**src/rtl/trap_ctrl_pkg.sv**
```systemverilog
// trap_ctrl_pkg: CSR addresses, mstatus bit positions and FSM states shared by the trap controller
package trap_ctrl_pkg;
  localparam logic [11:0] CSR_MSTATUS = 12'h300;
  localparam logic [11:0] CSR_MTVEC = 12'h305;
  localparam logic [11:0] CSR_MEPC = 12'h341;
  localparam logic [11:0] CSR_MCAUSE = 12'h342;
  localparam logic [11:0] CSR_MTVAL = 12'h343;
  localparam int MIE_BIT = 3;
  localparam int MPIE_BIT = 7;
  localparam int MPP_HI = 12;
  localparam int MPP_LO = 11;
  typedef enum logic [2:0] {
    IDLE,
    W_EPC,
    W_CAUSE,
    W_TVAL,
    W_STAT,
    MRET_STAT,
    REDIR
  } state_t;
endpackage

```
**src/rtl/trap_ctrl.sv**
```systemverilog
// trap_ctrl: sequences trap entry / MRET CSR writes and the fetch redirect; TRAP_CTRL_VECTORED_EN enables vectored interrupt targets
module trap_ctrl
  import trap_ctrl_pkg::*;
#(
  parameter int XLEN = 32
) (
  input  logic            clk,
  input  logic            reset,
  input  logic            trap_req,
  input  logic [XLEN-1:0] trap_cause,
  input  logic [XLEN-1:0] trap_epc,
  input  logic [XLEN-1:0] trap_tval,
  input  logic            mret_req,
  input  logic [XLEN-1:0] mstatus_in,
  input  logic [XLEN-1:0] mtvec_in,
  input  logic [XLEN-1:0] mepc_in,
  output logic            wb_csr,
  output logic [11:0]     write_addr,
  output logic [XLEN-1:0] csr_wdata,
  output logic            busy,
  output logic            req_ack,
  output logic            redirect_valid,
  output logic [XLEN-1:0] redirect_pc
);
  localparam logic [XLEN-1:0] ALIGN = {{(XLEN-2){1'b1}}, 2'b00};
  state_t state, next;
  logic [XLEN-1:0] cause_q, epc_q, tval_q, tvec_q, stat_q;
  logic mret_q;
  logic [XLEN-1:0] trap_stat, mret_stat, base, target;
  // Fixed write order for a trap; MRET needs only the mstatus write
  always_comb begin
    next = state;
    case (state)
      IDLE:      next = trap_req ? W_EPC : (mret_req ? MRET_STAT : IDLE);
      W_EPC:     next = W_CAUSE;
      W_CAUSE:   next = W_TVAL;
      W_TVAL:    next = W_STAT;
      W_STAT:    next = REDIR;
      MRET_STAT: next = REDIR;
      default:   next = IDLE;
    endcase
  end
  // State plus a snapshot of the request operands so later input changes cannot leak in
  always_ff @(posedge clk or posedge reset) begin
    if (reset) begin
      state <= IDLE;
      cause_q <= '0;
      epc_q <= '0;
      tval_q <= '0;
      tvec_q <= '0;
      stat_q <= '0;
      mret_q <= 1'b0;
    end else begin
      state <= next;
      if (state == IDLE && trap_req) begin
        cause_q <= trap_cause;
        epc_q <= trap_epc;
        tval_q <= trap_tval;
        tvec_q <= mtvec_in;
        stat_q <= mstatus_in;
        mret_q <= 1'b0;
      end else if (state == IDLE && mret_req) begin
        epc_q <= mepc_in;
        stat_q <= mstatus_in;
        mret_q <= 1'b1;
      end
    end
  end
  // mstatus rewrites for trap entry and for MRET; untouched bits pass through
  always_comb begin
    trap_stat = stat_q;
    trap_stat[MPIE_BIT] = stat_q[MIE_BIT];
    trap_stat[MIE_BIT] = 1'b0;
    trap_stat[MPP_HI:MPP_LO] = 2'b11;
    mret_stat = stat_q;
    mret_stat[MIE_BIT] = stat_q[MPIE_BIT];
    mret_stat[MPIE_BIT] = 1'b1;
    mret_stat[MPP_HI:MPP_LO] = 2'b11;
  end
  // Jump target: mtvec base (optionally vectored by interrupt cause) or the saved mepc
  always_comb begin
    base = tvec_q & ALIGN;
`ifdef TRAP_CTRL_VECTORED_EN
    base = (tvec_q[1:0] == 2'b01 && cause_q[XLEN-1]) ? base + {cause_q[XLEN-3:0], 2'b00} : base;
`endif
    target = mret_q ? (epc_q & ALIGN) : base;
  end
  // CSR write port; address and data stay zero outside write states
  always_comb begin
    write_addr = '0;
    csr_wdata = '0;
    case (state)
      W_EPC:     begin write_addr = CSR_MEPC;    csr_wdata = epc_q & ALIGN; end
      W_CAUSE:   begin write_addr = CSR_MCAUSE;  csr_wdata = cause_q;       end
      W_TVAL:    begin write_addr = CSR_MTVAL;   csr_wdata = tval_q;        end
      W_STAT:    begin write_addr = CSR_MSTATUS; csr_wdata = trap_stat;     end
      MRET_STAT: begin write_addr = CSR_MSTATUS; csr_wdata = mret_stat;     end
      default:   begin write_addr = '0;          csr_wdata = '0;            end
    endcase
  end
  assign wb_csr = state inside {W_EPC, W_CAUSE, W_TVAL, W_STAT, MRET_STAT};
  assign busy = state != IDLE;
  assign req_ack = !reset && state == IDLE && (trap_req || mret_req);
  assign redirect_valid = state == REDIR;
  assign redirect_pc = redirect_valid ? target : '0;
endmodule

```
**config.mk**
```make
export PLATFORM = sky130hd
export DESIGN_NAME = trap_ctrl
export DESIGN_NICKNAME = d
export VERILOG_FILES = /design/src/rtl/trap_ctrl_pkg.sv /design/src/rtl/trap_ctrl.sv
export SDC_FILE = /design/constraint.sdc
export NUM_CORES = 1
export LEC_CHECK = 0
export BUFFER_PORTS_ARGS = -buffer_cell sky130_fd_sc_hd__buf_2
export CORE_UTILIZATION = 33
export DETAILED_ROUTE_END_ITERATION = 7
export GPL_TIMING_DRIVEN = 0
export SYNTH_ARGS = -nofsm -noshare
export SYNTH_HDL_FRONTEND = slang
export SYNTH_SLANG_ARGS = --single-unit
export TNS_END_PERCENT = 1
```
**constraint.sdc**
```tcl
create_clock -name clk -period 5.62 [get_ports clk]
set_input_delay 1.686 -clock clk [delete_from_list [all_inputs] [get_ports clk]]
set_output_delay 1.686 -clock clk [all_outputs]
set_load 0.02 [all_outputs]
```
==> impl_table.tex, run 1 <==
\begin{tabular}{lr}
\hline
Metric & Value \\
\hline
\multicolumn{2}{l}{\textbf{Logic synthesis}} \\
Commonest cells in the netlist & sky130\_fd\_sc\_hd\_\_dfrtp\_1, sky130\_fd\_sc\_hd\_\_mux2\_2, sky130\_fd\_sc\_hd\_\_mux2i\_1 \\
Compound-cell area share of the yosys netlist & 11.4\% \\
Cells taking the most area after synthesis & sky130\_fd\_sc\_hd\_\_dfrtp\_1, sky130\_fd\_sc\_hd\_\_mux2\_2, sky130\_fd\_sc\_hd\_\_mux2i\_1 \\
Most instantiated library cell after synthesis & sky130\_fd\_sc\_hd\_\_dfrtp\_1 \\
Dominant combinational cell family by area after synthesis & multiplexers \\
Proportion of register bits with asynchronous set or reset after synthesis & 100\% \\
Cell count after synthesis & 612 \\
Avg Synthesized Cell Area & 12.6 um\^{}2 \\
Xor and xnor area share after synthesis & 0\% \\
Distinct cells, synth & 32 \\
Area share of the leading cell type in the synthesized netlist & 51.5\% \\
Combined area of all synthesized cells & 7680 um\^{}2 \\
Adder and majority gate portion of the synthesized area & 0\% \\
Number of enable flip-flop cells after synthesis & 0 \\
Simple-gate area share of the yosys netlist & 5.16\% \\
Number of warning messages in the yosys log & 0 \\
Synth Register Bits & 158 \\
Ys flop type & sky130\_fd\_sc\_hd\_\_dfrtp\_1 \\
Share of synthesized area occupied by flip-flops and latches & 51.5\% \\
Fraction of synthesized area in multiplexers & 26.4\% \\
Synth area leader & sky130\_fd\_sc\_hd\_\_dfrtp\_1 \\
\multicolumn{2}{l}{\textbf{STA}} \\
Fin. Hold Viols & 0 \\
Final min period & 5240 ps \\
Setup-failing EPs final & 0 \\
Slew margin rel. & 42.1\% \\
RSZ-0062 raised after global routing & no \\
PnR worst setup slack & 376 ps \\
Final-report max-slew violation count & 0 \\
Slew at the pin closest to its max-slew limit & 868 ps \\
Part of the cycle the worst path needs & 93.3\% \\
Final total negative setup slack & 0 ps \\
Fmax achieved & 191 MHz \\
Max Clock Skew & 11.2 ps \\
\multicolumn{2}{l}{\textbf{Clock network}} \\
Number of buffers on the longest clock path & 2 \\
Post-CTS Hold Fix Bufs & 0 \\
Clock tree sinks & 158 \\
TritonCTS clock tree & yes \\
Root Buffer Master & sky130\_fd\_sc\_hd\_\_clkbuf\_16 \\
Clk Latency, worst-skew pair & 430 ps \\
CTS-repair resized insts & 0 \\
Number of clock buffers inserted by TritonCTS & 17 \\
Post-CTS setup buffer count & 0 \\
Clock slew at reported path FFs & 60 ps \\
H-Tree Depth & 4 \\
\multicolumn{2}{l}{\textbf{Placement}} \\
Final Wtd Congestion & 0.803 \\
Placement Setup Slack & 337 ps \\
Post-place instance area & 9440 um\^{}2 \\
Half-perimeter wire length after placement & 18900 um \\
Number of port buffers & 257 \\
\multicolumn{2}{l}{\textbf{Global routing}} \\
Largest net degree at the start of global routing & 41 \\
Met2 global-route usage & 33.7\% \\
Met1 routing resource usage after global routing & 27.9\% \\
GRT Overall Usage & 20.8\% \\
Antenna violations before repair & 4 \\
Vias in the first global route & 6035 \\
Gr busiest metal & met2 \\
Total global routing overflow & 0 \\
Met3 track demand over resource in global routing & 4.37\% \\
Global-route wire length before repair & 36500 um \\
\multicolumn{2}{l}{\textbf{Worst setup path}} \\
Maximum fanout along the worst path & 10 \\
Arrival @ worst endpoint & 3560 ps \\
Logic depth of the worst path, buffers included & 6 \\
Cell count of the worst reg-to-reg path & 6 \\
Cell family contributing the most delay on the critical path & buffers and inverters \\
Chain of cells forming the critical path & clkbuf\_1, o21ai\_2, buf\_2, buf\_1, nor2\_1, buf\_2 \\
Worst flop-to-flop path startpoint & state[0] \\
Worst r2r dst & epc\_q[4] \\
Worst path bufs/invs & 4 \\
Worst setup EP type & primary output \\
Timing startpoint of the critical path & trap\_req \\
R2R setup slack & 3390 ps \\
CP Data Required Time & 3930 ps \\
Cell seen most often among critical-path stages & sky130\_fd\_sc\_hd\_\_buf\_2 \\
Slowest cell on the critical path & sky130\_fd\_sc\_hd\_\_buf\_1 \\
Worst stage delay on the critical path & 520 ps \\
Worst setup path endpoint & req\_ack \\
WS Path Type & input pin to primary output \\
Startpoint type of the worst setup path & input pin \\
\multicolumn{2}{l}{\textbf{Finish}} \\
Final Net Count & 1096 \\
Sequential cell area & 3950 um\^{}2 \\
Total area of multi-input combinational cells & 3330 um\^{}2 \\
Filler instances & 2165 \\
Area growth from synthesis to layout & 30.8\% \\
Share of layout cells above drive strength 1 & 43.5\% \\
Final Instance Area & 10100 um\^{}2 \\
Final core utilization & 44.3\% \\
\multicolumn{2}{l}{\textbf{Routing}} \\
Post-DR vias/cell & 4.94 \\
Remaining antenna violation count & 0 \\
Detailed-routing iteration count for the pre-antenna-repair pass & 4 \\
Violation count after the first detailed-route iteration & 255 \\
Drt drc & 0 \\
Routed vias & 5936 \\
Sum of routed wire length over all layers & 24400 um \\
Average routed wire per standard cell & 20.3 um \\
\multicolumn{2}{l}{\textbf{Floorplanning}} \\
Die Outline Area & 23900 um\^{}2 \\
Width of the chip & 155 um \\
Num rows & 55 \\
Initial Util & 33.8\% \\
Die boundary height & 155 um \\
\# IOs & 276 \\
Core ar. & 22700 um\^{}2 \\
\multicolumn{2}{l}{\textbf{Min path}} \\
Classification of the worst-slack hold path & flip-flop to flip-flop \\
\multicolumn{2}{l}{\textbf{Job}} \\
Max-capacitance violation count & 0 \\
\multicolumn{2}{l}{\textbf{Pwr}} \\
Maximum vdd ir drop & 272 uV \\
Power, Total & 6.04 mW \\
Leakage power of the design & 4.82 nW \\
Power per unit of standard cell area & 601 nW/um\^{}2 \\
\multicolumn{2}{l}{\textbf{Status}} \\
Outcome & finished clean \\
\hline
\end{tabular}
==> where the power goes <==
group | internal (mW) | switching (mW)
registers | 1.72 | 0.362
logic | 1.23 | 1.53
clock network | 0.715 | 0.488
total | 3.66 | 2.38
==> logic make-up after synthesis <==
kind of cell           count (synthesis)
muxes                                187
other                                  1
DFF                                  158
and+or+nand+nor                       74
AOI/OAI and AO/OA                    122
buffers and inverters                 70
==> worst min path at each step <==
stage / from / to / slack (ps) / cells past startpoint
floorplan: cause_q[0] / cause_q[0] / 460 / 1
global placement: tval_q[4] / tval_q[4] / 470 / 1
detailed placement: cause_q[0] / cause_q[0] / 470 / 1
CTS: tval_q[24] / tval_q[24] / 490 / 1
global route: tvec_q[26] / tvec_q[26] / 500 / 1
finish: tval_q[1] / tval_q[1] / 490 / 1
==> area by class of cell <==
| class | count | area share [%] |
|---|---|---|
| Clock buffer | 20 | 4.44 |
| Multi-Input combinational cell | 392 | 33.2 |
| Sequential cell | 158 | 39.3 |
| Antenna cell | 3 | 0.0747 |
| Timing Repair Buffer | 261 | 13.6 |
| Clock inverter | 12 | 1.58 |
| Buffer | 64 | 4.02 |
| Tap cell | 285 | 3.55 |
| Inverter | 6 | 0.261 |
==> metal layers <==
layer	share of wire (%)	routed length [um]
met1	46	11100
met2	48	11600
met3	5.0	1210
met4	1.9	451
met5	0.033	8
==> through the flow <==
stage | std cells | hold slack [ps]
after floorplan | 620 | 457
after global placement | 1162 | 467
after detailed placement | 1166 | 475
after CTS | 1198 | 490
final | 1201 | 487
after global routing | 1201 | 500
==> layout by cell type, fill, tap and decap left out, drive strengths merged, types with 22 or more instances in the layout <==
master	n
buf	299
dfrtp	158
mux2	124
mux2i	63
clkbuf	46
nor2	44
a22oi	30
o2bb2ai	29
a21oi	25
o22ai	22
==> state kept, by name, indices dropped and copies added (netlist names) <==
register  flops
mret_q        1
state         3
tval_q       32
stat_q       30
cause_q      32
epc_q        30
tvec_q       30
(Power assumes the default switching activity.)
==> run 2, diff against run 1 <==
ABC_AREA = 1   (was default)
==> impl_table.tex, run 2 <==
\begin{tabular}{lr}
\hline
Metric & Value \\
\hline
\multicolumn{2}{l}{\textbf{Status}} \\
Outcome & finished clean (unchanged) \\
\multicolumn{2}{l}{\textbf{Routing}} \\
Routed vias & 7998 (was 5936) \\
Post-DR vias/cell & 4.65 (was 4.94) \\
Detailed-routing iteration count for the pre-antenna-repair pass & 5 (was 4) \\
Sum of routed wire length over all layers & 29500 um (was 24400 um) \\
Remaining antenna violation count & 0 (unchanged) \\
Drt drc & 0 (unchanged) \\
Average routed wire per standard cell & 17.1 um (was 20.3 um) \\
Violation count after the first detailed-route iteration & 485 (was 255) \\
\multicolumn{2}{l}{\textbf{Logic synthesis}} \\
Synth Register Bits & 158 (unchanged) \\
Distinct cells, synth & 19 (was 32) \\
Number of warning messages in the yosys log & 0 (unchanged) \\
Number of enable flip-flop cells after synthesis & 0 (unchanged) \\
Avg Synthesized Cell Area & 7.29 um\^{}2 (was 12.6 um\^{}2) \\
Cell count after synthesis & 1100 (was 612) \\
Synth area leader & sky130\_fd\_sc\_hd\_\_dfrtp\_1 (unchanged) \\
Cells taking the most area after synthesis & sky130\_fd\_sc\_hd\_\_dfrtp\_1, sky130\_fd\_sc\_hd\_\_nand2\_1, sky130\_fd\_sc\_hd\_\_inv\_1 (was sky130\_fd\_sc\_hd\_\_dfrtp\_1, sky130\_fd\_sc\_hd\_\_mux2\_2, sky130\_fd\_sc\_hd\_\_mux2i\_1) \\
Commonest cells in the netlist & sky130\_fd\_sc\_hd\_\_nand2\_1, sky130\_fd\_sc\_hd\_\_inv\_1, sky130\_fd\_sc\_hd\_\_dfrtp\_1 (was sky130\_fd\_sc\_hd\_\_dfrtp\_1, sky130\_fd\_sc\_hd\_\_mux2\_2, sky130\_fd\_sc\_hd\_\_mux2i\_1) \\
Combined area of all synthesized cells & 8020 um\^{}2 (was 7680 um\^{}2) \\
Most instantiated library cell after synthesis & sky130\_fd\_sc\_hd\_\_nand2\_1 (was sky130\_fd\_sc\_hd\_\_dfrtp\_1) \\
Ys flop type & sky130\_fd\_sc\_hd\_\_dfrtp\_1 (unchanged) \\
Area share of the leading cell type in the synthesized netlist & 49.3\% (was 51.5\%) \\
Proportion of register bits with asynchronous set or reset after synthesis & 100\% (unchanged) \\
Share of synthesized area occupied by flip-flops and latches & 49.3\% (was 51.5\%) \\
\multicolumn{2}{l}{\textbf{Worst setup path}} \\
CP Data Required Time & 3930 ps (about the same) \\
Startpoint type of the worst setup path & input pin (unchanged) \\
Chain of cells forming the critical path & buf\_2, nor2\_1, nor2\_2, inv\_2, clkbuf\_1, nor2\_1, buf\_2 (was clkbuf\_1, o21ai\_2, buf\_2, buf\_1, nor2\_1, buf\_2) \\
R2R setup slack & 3720 ps (was 3390 ps) \\
Slowest cell on the critical path & sky130\_fd\_sc\_hd\_\_clkbuf\_1 (was sky130\_fd\_sc\_hd\_\_buf\_1) \\
Worst stage delay on the critical path & 420 ps (was 520 ps) \\
WS Path Type & input pin to primary output (unchanged) \\
Worst setup EP type & primary output (unchanged) \\
Arrival @ worst endpoint & 2810 ps (was 3560 ps) \\
Maximum fanout along the worst path & 10 (unchanged) \\
\multicolumn{2}{l}{\textbf{STA}} \\
Slew at the pin closest to its max-slew limit & 858 ps (was 868 ps) \\
Setup-failing EPs final & 0 (unchanged) \\
RSZ-0062 raised after global routing & no (unchanged) \\
Final total negative setup slack & 0 ps (unchanged) \\
Fmax achieved & 223 MHz (was 191 MHz) \\
Slew margin rel. & 42.7\% (was 42.1\%) \\
Final min period & 4490 ps (was 5240 ps) \\
Fin. Hold Viols & 0 (unchanged) \\
Max Clock Skew & 11.7 ps (was 11.2 ps) \\
PnR worst setup slack & 1130 ps (was 376 ps) \\
Final-report max-slew violation count & 0 (unchanged) \\
Part of the cycle the worst path needs & 79.9\% (was 93.3\%) \\
\multicolumn{2}{l}{\textbf{Clock network}} \\
Clk Latency, worst-skew pair & 420 ps (was 430 ps) \\
Clock slew at reported path FFs & 70 ps (was 60 ps) \\
H-Tree Depth & 4 (unchanged) \\
Post-CTS setup buffer count & 0 (unchanged) \\
Number of buffers on the longest clock path & 2 (unchanged) \\
Post-CTS Hold Fix Bufs & 0 (unchanged) \\
Root Buffer Master & sky130\_fd\_sc\_hd\_\_clkbuf\_16 (unchanged) \\
Clock tree sinks & 158 (unchanged) \\
TritonCTS clock tree & yes (unchanged) \\
Number of clock buffers inserted by TritonCTS & 17 (unchanged) \\
CTS-repair resized insts & 0 (unchanged) \\
\multicolumn{2}{l}{\textbf{Floorplanning}} \\
Core ar. & 23600 um\^{}2 (was 22700 um\^{}2) \\
Width of the chip & 158 um (was 155 um) \\
Die boundary height & 158 um (was 155 um) \\
Initial Util & 33.9\% (was 33.8\%) \\
Num rows & 56 (was 55) \\
\# IOs & 276 (unchanged) \\
Die Outline Area & 24900 um\^{}2 (was 23900 um\^{}2) \\
\multicolumn{2}{l}{\textbf{Finish}} \\
Share of layout cells above drive strength 1 & 25.1\% (was 43.5\%) \\
Area growth from synthesis to layout & 29.2\% (was 30.8\%) \\
Most common library cell in the layout ignoring fill and taps & sky130\_fd\_sc\_hd\_\_nand2\_1 (was sky130\_fd\_sc\_hd\_\_buf\_2) \\
Final Net Count & 1585 (was 1096) \\
Registers with the most flip-flops & cause\_q x32, tval\_q x32 (unchanged) \\
Total area of multi-input combinational cells & 3000 um\^{}2 (was 3330 um\^{}2) \\
Filler instances & 2575 (was 2165) \\
Final core utilization & 43.8\% (was 44.3\%) \\
Most frequent cells in the layout & sky130\_fd\_sc\_hd\_\_nand2\_1, sky130\_fd\_sc\_hd\_\_buf\_2, sky130\_fd\_sc\_hd\_\_inv\_1 (was sky130\_fd\_sc\_hd\_\_buf\_2, sky130\_fd\_sc\_hd\_\_dfrtp\_1, sky130\_fd\_sc\_hd\_\_mux2\_2) \\
Sequential cell area & 3950 um\^{}2 (unchanged) \\
\multicolumn{2}{l}{\textbf{Pwr}} \\
Leakage power of the design & 5.96 nW (was 4.82 nW) \\
Power per unit of standard cell area & 560 nW/um\^{}2 (was 601 nW/um\^{}2) \\
Maximum vdd ir drop & 268 uV (was 272 uV) \\
\multicolumn{2}{l}{\textbf{Global routing}} \\
Vias in the first global route & 7990 (was 6035) \\
GRT Overall Usage & 24.2\% (was 20.8\%) \\
Largest net degree at the start of global routing & 38 (was 41) \\
Global-route wire length before repair & 44100 um (was 36500 um) \\
Total global routing overflow & 0 (unchanged) \\
Antenna violations before repair & 2 (was 4) \\
\multicolumn{2}{l}{\textbf{Min path}} \\
Classification of the worst-slack hold path & flip-flop to flip-flop (unchanged) \\
\multicolumn{2}{l}{\textbf{Placement}} \\
Final Wtd Congestion & 0.842 (was 0.803) \\
Placement Setup Slack & 1070 ps (was 337 ps) \\
Half-perimeter wire length after placement & 22200 um (was 18900 um) \\
Number of port buffers & 258 (was 257) \\
\multicolumn{2}{l}{\textbf{Job}} \\
Max-capacitance violation count & 0 (unchanged) \\
\hline
\end{tabular}
## run 2: cell count changes after synthesis, moves of 22 or more
cell,change
sky130_fd_sc_hd__nand3_1,+36
sky130_fd_sc_hd__a21oi_1,+79
sky130_fd_sc_hd__inv_1,+173
sky130_fd_sc_hd__nand4_1,+44
sky130_fd_sc_hd__o21ai_0,+82
sky130_fd_sc_hd__a22oi_1,-30
sky130_fd_sc_hd__nand2_1,+313
sky130_fd_sc_hd__o22ai_1,-22
sky130_fd_sc_hd__mux2_1,-49
sky130_fd_sc_hd__mux2_2,-75
sky130_fd_sc_hd__buf_2,+32
sky130_fd_sc_hd__nor2_1,+42
sky130_fd_sc_hd__o2bb2ai_1,-29
sky130_fd_sc_hd__mux2i_1,-63
## run 2: routing by layer
metal	wire (um)	track usage (%)
met5	0	0
met4	362	6.24
met3	1860	4.38
met2	13700	39.6
met1	13500	32.8
## run 2: worst paths after layout
kind                                 start  cells past startpoint    endpoint
worst max register to register    state[2]                      6  cause_q[9]
worst min-delay path            stat_q[30]                      2  stat_q[30]
max in group asynchronous            reset                      5  tvec_q[21]
min in group asynchronous            reset                      2  cause_q[1]
worst max-delay path              trap_req                      7     req_ack
worst min register to register  stat_q[30]                      2  stat_q[30]
## run 2: cell families (layout without fill, tap and decap cells)
logic type | count (synthesis) | after routing | synth area share [%]
compound gates | 189 | 189 | 11.8
other cells | 1 | 11 | 0.0468
buf+inv | 262 | 554 | 13.6
flops | 158 | 158 | 49.3
simple gates | 490 | 490 | 25.3
## run 2: layout make-up
type,instances,area share [%]
sequential,158,38.2
clock buffer,18,4.15
multi-input combinational,688,29.0
antenna,2,0.0483
clock inverter,12,0.967
tap,319,3.85
buffer,78,3.83
inverter,184,6.71
timing repair buffer,262,13.2
## run 2: stage by stage
step                      std cells  instance area, um^2  hold WS [ps]  power (mW)
after detailed placement       1689                 9820           459        4.76
after CTS                      1719                10300           476        5.84
after global routing           1720                10400           495        6.24
final                          1721                10400           475        5.80
after global placement         1685                 9740           455        4.69
after floorplan                1108                 8050           442        3.69
## run 2: worst max-delay path, delay by kind of cell
family / cells / cell delay (ps)
buf+inv: 4 / 860
simple gates: 3 / 260
## run 2: power by group
group,internal [mW],leakage [nW],switching (mW)
logic,0.837,3.80,1.91
registers,1.68,1.91,0.295
clock network,0.600,0.257,0.474
total,3.12,5.96,2.68
